<file path="src/rtl/bin2bcd_pkg.sv">
// Purpose: shared constants and FSM state type for the sequential binary-to-BCD converter.
// Latency: n/a (types and constants only).
// Backpressure: n/a.
package bin2bcd_pkg;

  localparam int DIGIT_W = 4;

  // Shift-add-3: a digit of 5 or more would exceed 9 after doubling, so pre-add 3.
  localparam logic [DIGIT_W-1:0] ADJ_THRESH = 4'd5;
  localparam logic [DIGIT_W-1:0] ADJ_ADD    = 4'd3;

  typedef enum logic [1:0] {
    IDLE   = 2'd0,
    SHIFT  = 2'd1,
    FINISH = 2'd2
  } state_t;

endpackage

</file>
<file path="src/rtl/bcd_add3.sv">
// Purpose: single BCD digit pre-shift adjust (digit >= 5 gets +3).
// Latency: combinational.
// Backpressure: none.
module bcd_add3
  import bin2bcd_pkg::*;
(
  input  logic [DIGIT_W-1:0] din,
  output logic [DIGIT_W-1:0] dout
);

  assign dout = (din >= ADJ_THRESH) ? (din + ADJ_ADD) : din;

endmodule

</file>
<file path="src/rtl/bin2bcd_seq.sv">
// Purpose: multi-cycle binary-to-BCD converter with signed mode, sticky overflow and leading-zero mask.
// Latency: BIN_W+1 clocks from accepted start to the done pulse; one bit converted per clock.
// Backpressure: start is ignored while busy (no queueing); start in the done cycle is accepted.
module bin2bcd_seq
  import bin2bcd_pkg::*;
#(
  parameter int BIN_W  = 32,
  parameter int DIGITS = 8
) (
  input  logic                      clk,
  input  logic                      clr_n,
  input  logic                      start,
  input  logic                      signed_mode,
  input  logic [BIN_W-1:0]          bin_in,
  output logic                      busy,
  output logic                      done,
  output logic [DIGIT_W*DIGITS-1:0] bcd_out,
  output logic [DIGITS-1:0]         blank_out,
  output logic                      neg_out,
  output logic                      ovf_out
);

  localparam int BCD_W = DIGIT_W * DIGITS;
  localparam int SR_W  = BCD_W + BIN_W;
  localparam int CNT_W = $clog2(BIN_W + 1);
  localparam logic [CNT_W-1:0] LAST_STEP = CNT_W'(BIN_W - 1);
  localparam logic [DIGITS-1:0] BLANK_RST = {DIGITS{1'b1}} << 1;

  state_t            state;
  state_t            state_nxt;
  logic [SR_W-1:0]   sr;
  logic [CNT_W-1:0]  step;
  logic              neg_q;
  logic              ovf_q;
  logic [BCD_W-1:0]  bcd_adj;
  logic [SR_W-1:0]   sr_shift;
  logic              carry_out;
  logic              accept;
  logic              is_neg;
  logic [BIN_W-1:0]  mag;
  logic [DIGITS-1:0] blank_nxt;
  logic              all_zero;

  assign accept = (state == IDLE) && start;
  assign busy   = (state != IDLE);

  // Most negative input negates to itself, which as unsigned is exactly 2**(BIN_W-1).
  assign is_neg = signed_mode && bin_in[BIN_W-1];
  assign mag    = is_neg ? ((~bin_in) + BIN_W'(1)) : bin_in;

  // One adjust cell per digit of the BCD half of the shift register.
  for (genvar g = 0; g < DIGITS; g++) begin : g_adj
    bcd_add3 u_add3 (
      .din  (sr[BIN_W + g*DIGIT_W +: DIGIT_W]),
      .dout (bcd_adj[g*DIGIT_W +: DIGIT_W])
    );
  end

  // A bit falling off the top digit means the value no longer fits; the rest stays value mod 10**DIGITS.
  assign carry_out = bcd_adj[BCD_W-1];
  assign sr_shift  = {bcd_adj[BCD_W-2:0], sr[BIN_W-1:0], 1'b0};

  // State register.
  always_ff @(posedge clk or negedge clr_n) begin
    if (!clr_n) state <= IDLE;
    else        state <= state_nxt;
  end

  // Next-state: one cycle idle-accept, BIN_W shift steps, one cycle to publish.
  always_comb begin
    state_nxt = state;
    case (state)
      IDLE:    if (start) state_nxt = SHIFT;
      SHIFT:   if (step == LAST_STEP) state_nxt = FINISH;
      FINISH:  state_nxt = IDLE;
      default: state_nxt = IDLE;
    endcase
  end

  // Working datapath: capture on accept, adjust-and-shift each SHIFT cycle.
  always_ff @(posedge clk or negedge clr_n) begin
    if (!clr_n) begin
      sr    <= '0;
      step  <= '0;
      neg_q <= 1'b0;
      ovf_q <= 1'b0;
    end else if (accept) begin
      sr    <= {{BCD_W{1'b0}}, mag};
      step  <= '0;
      neg_q <= is_neg;
      ovf_q <= 1'b0;
    end else if (state == SHIFT) begin
      sr    <= sr_shift;
      step  <= step + CNT_W'(1);
      ovf_q <= ovf_q | carry_out;
    end
  end

  // Leading-zero mask from the final digits; the units digit is never blanked.
  always_comb begin
    blank_nxt = '0;
    all_zero  = 1'b1;
    for (int i = DIGITS - 1; i >= 1; i--) begin
      all_zero     = all_zero && (sr[BIN_W + i*DIGIT_W +: DIGIT_W] == '0);
      blank_nxt[i] = all_zero;
    end
  end

  // Result registers: updated only when a conversion completes, otherwise held.
  always_ff @(posedge clk or negedge clr_n) begin
    if (!clr_n) begin
      done      <= 1'b0;
      bcd_out   <= '0;
      blank_out <= BLANK_RST;
      neg_out   <= 1'b0;
      ovf_out   <= 1'b0;
    end else begin
      done <= (state == FINISH);
      if (state == FINISH) begin
        bcd_out   <= sr[SR_W-1:BIN_W];
        blank_out <= blank_nxt;
        neg_out   <= neg_q;
        ovf_out   <= ovf_q;
      end
    end
  end

endmodule
</file>
<file path="config.mk">
export PLATFORM = sky130hd
export DESIGN_NAME = bin2bcd_seq
export DESIGN_NICKNAME = d
export VERILOG_FILES = /design/src/rtl/bin2bcd_pkg.sv /design/src/rtl/bcd_add3.sv /design/src/rtl/bin2bcd_seq.sv
export SDC_FILE = /design/constraint.sdc
export NUM_CORES = 1
export LEC_CHECK = 0
export BUFFER_PORTS_ARGS = -buffer_cell sky130_fd_sc_hd__buf_2
export CAP_MARGIN = 20
export CORE_MARGIN = 3
export CORE_UTILIZATION = 60
export DETAILED_ROUTE_END_ITERATION = 12
export PLACE_DENSITY = 0.86
export SYNTH_ARGS = -nofsm -noshare
export SYNTH_HDL_FRONTEND = slang
export SYNTH_SLANG_ARGS = --single-unit
</file>
<file path="constraint.sdc">
create_clock -name clk -period 3.35 [get_ports clk]
set_clock_uncertainty 0.2 [all_clocks]
set_input_delay 0.67 -clock clk [delete_from_list [all_inputs] [get_ports clk]]
set_output_delay 0.67 -clock clk [all_outputs]
set_load 0.1 [all_outputs]
</file>
==> summary.md <==
| Metric | Value |
|---|---|
| CTS tree | built |
| Clk slew on worst S/H paths | 0.06 ns |
| Cell count of the worst reg-to-reg path | 8 |
| Crit. End Element | flop |
| Critical path class | reg2reg |
| Clock Path Buffers | 2 |
| Sequential area share after synthesis | 47.1% |
| Primary FF master, synth | dfrtp_1 |
| CTS Buf Count | 17 |
| Input/output buffers | 78 |
| Clk root buf | clkbuf_8 |
| Die width | 107 µm |
| DR pass1 iterations | 5 |
| Commonest non-fill, non-tap cell in the layout | nand2_1 |
| First-pass GRT wire length | 23900 µm |
| Fin Hold WS | 0.147 ns |
| Worst setup SP type | flop |
| EDFF count, synth | 0 |
| Tightest Hold Check Type | in2reg |
| Hpwl dp | 9450 µm |
| Syn. warnings | 0 |
| Setup TNS | 0 ns |
| WP data arrival | 2.75 ns |
| CORE AREA | 9910 µm² |
| Worst endpoint required time | 3.60 ns |
| Maximum clock rate | 400 MHz |
| Tightest Pin Transition | 0.734 ns |
| Area of the multi-input gates | 2990 µm² |
| Number of routed nets with antenna violations | 0 |
| Skew-Pair Late Insertion Delay | 0.52 ns |
| RSZ-0062 raised after global routing | no |
| Filler cell count | 702 |
| DR WL/cell | 16.0 µm |
| DRT Wirelength | 14500 µm |
| Final net count | 821 |
| Remaining DRCs | 0 |
| Post-Syn Area | 6180 µm² |
| Mean Syn Cell Area | 8.90 µm² |
| Fin crit period | 2.50 ns |
| Pin count of the biggest net entering global routing | 75 |
| Final setup vio count | 0 |
| Mapped Cells | 694 |
| Vias in the first global route | 5064 |
| Pwr dens | 888 nW/µm² |
| Hold path depth | 2 |
| Slew Limit Fails | 0 |
| Worst slew margin | 51.0% |
| Status | finished clean |
| Resize count post-CTS | 0 |
| Synth cell types | 53 |
| Initial Utilization | 62.3% |
| 1st-iter DRT viols | 353 |
| Maximum VDD drop | 0.404 mV |
| Setup Fix Bufs, Post-CTS | 0 |
| Num ports | 80 |
| Syn nets | 754 |
| Hold Fails Final Rpt | 0 |
| FFs w/ async S/R, synth | 100% |
| Tcrit/Tclk final | 74.7% |
| Layout Cells excl Fill | 907 |
| Share of cells above drive strength 1 | 18.0% |
| Total track usage | 26.0% |
| Number of max-cap violations | 0 |
| Vias per inst | 5.88 |
| Final Wtd Congestion | 0.896 |
| Final global-route overflow total | 0 |
| FF+latch area | 2910 µm² |
| Placed insts | 874 |
| Area delta synth->final | 17.2% |
| Lkg Pwr | 0.00345 µW |
| Ant diodes | 0 |
| Most frequent cells in the layout | nand2_1 (149), dfrtp_1 (109), buf_2 (77) |
| Die Area | 11600 µm² |
| CTS H-tree lvls | 4 |
| CTS sink cnt | 116 |
| CTS Hold Buffers Added | 1 |
| Crit Path Max Fanout | 4 |
| Row cnt | 36 |
| Register bit total from synthesis | 116 |
| Via Count | 5329 |
| Initial antenna violation count | 0 |
| Die H | 107 µm |
==> report_power, final <==
group          internal [µW]  total (µW)  leakage (µW)  switching (µW)
logic                    857        2390       0.00169            1540
registers               1870        2280       0.00148             403
clock network           1130        1760      0.000285             634
total                   3860        6430       0.00345            2570
==> critical path, stage by stage (launching register included) <==
cell,delay (ns)
dfrtp_1,0.41
inv_1,0.15
ha_1,0.23
nor3b_1,0.34
nand3_1,0.18
nor4_1,0.39
buf_4,0.21
nand4_1,0.12
o21ai_0,0.20
==> sequential cells by signal, summed over array words and instances, names as in the netlist <==
name,count
sr,64
bcd_out,32
blank_out,7
step,6
state,2
done,1
neg_out,1
neg_q,1
ovf_out,1
ovf_q,1
==> stage by stage <==
step,total power (µW),utilization (%),setup WS [ns],cell area (µm²)
after global routing,6820,73.1,0.618,7240
after detailed placement,4600,67.1,0.471,6650
final,6430,73.1,0.847,7240
after global placement,4440,67.1,0.548,6650
after CTS,6430,73.1,0.877,7240
after floorplan,4030,-,0.982,6180
==> routing by layer <==
metal	global-route usage (%)	vias to the layer above	part of all wire (%)
met5	0	-	0
met4	10.2	0	1.8
met3	5.82	24	5.6
met2	43.6	198	50
met1	32.8	2573	43
li1	-	2534	-
==> cells by family after synthesis <==
group	count (synthesis)	share of synthesized area, %
AOI/OAI and AO/OA	161	15.6
xor gates and xnor gates	39	5.53
adders and majority gates	24	4.86
buffers and inverters	68	4.58
DFF	116	47.1
muxes	1	0.162
other	1	0.0607
and+or+nand+nor	284	22.1
==> cell usage after synthesis, types with 3 or more instances <==
master	number	area, µm²
dfrtp_1	109	2730
ha_1	24	300
nand2_1	149	559
nor2_1	33	124
nand3_1	29	145
a41oi_1	4	35.0
o21ai_0	55	275
nand2b_1	12	75.1
or4_4	3	33.8
o31ai_1	18	135
xnor2_1	29	254
buf_6	3	33.8
a32o_1	8	80.1
a31oi_1	18	113
dfstp_2	7	184
buf_1	4	15.0
and3_1	18	113
clkbuf_1	32	120
nor3b_1	9	67.6
nor3_1	8	40.0
a21oi_1	45	225
nor4_1	5	31.3
xor2_1	10	87.6
inv_1	27	101
nand4_1	4	25.0
==> layout make-up <==
cell class / instances / area share [%]
multi-input combinational: 510 / 41.3
sequential: 116 / 40.2
timing repair buffer: 89 / 6.77
clock buffer: 18 / 5.77
tap: 133 / 2.30
clock inverter: 14 / 2.23
inverter: 27 / 1.40
==> worst paths after layout <==
path | from | end | slack (ns)
max | sr[60]$_DFFE_PN0P_ | blank_out[1]$_DFFE_PN1P_ | 0.85
min | signed_mode | sr[31]$_DFFE_PN0P_ | 0.15
max reg2reg | sr[60]$_DFFE_PN0P_ | blank_out[1]$_DFFE_PN1P_ | 0.85
min reg2reg | blank_out[7]$_DFFE_PN1P_ | blank_out[7]$_DFFE_PN1P_ | 0.26
max in group asynchronous | clr_n | blank_out[6]$_DFFE_PN1P_ | 1.59
min in group asynchronous | clr_n | bcd_out[21]$_DFFE_PN0P_ | 0.54
(Power assumes the default switching activity.)
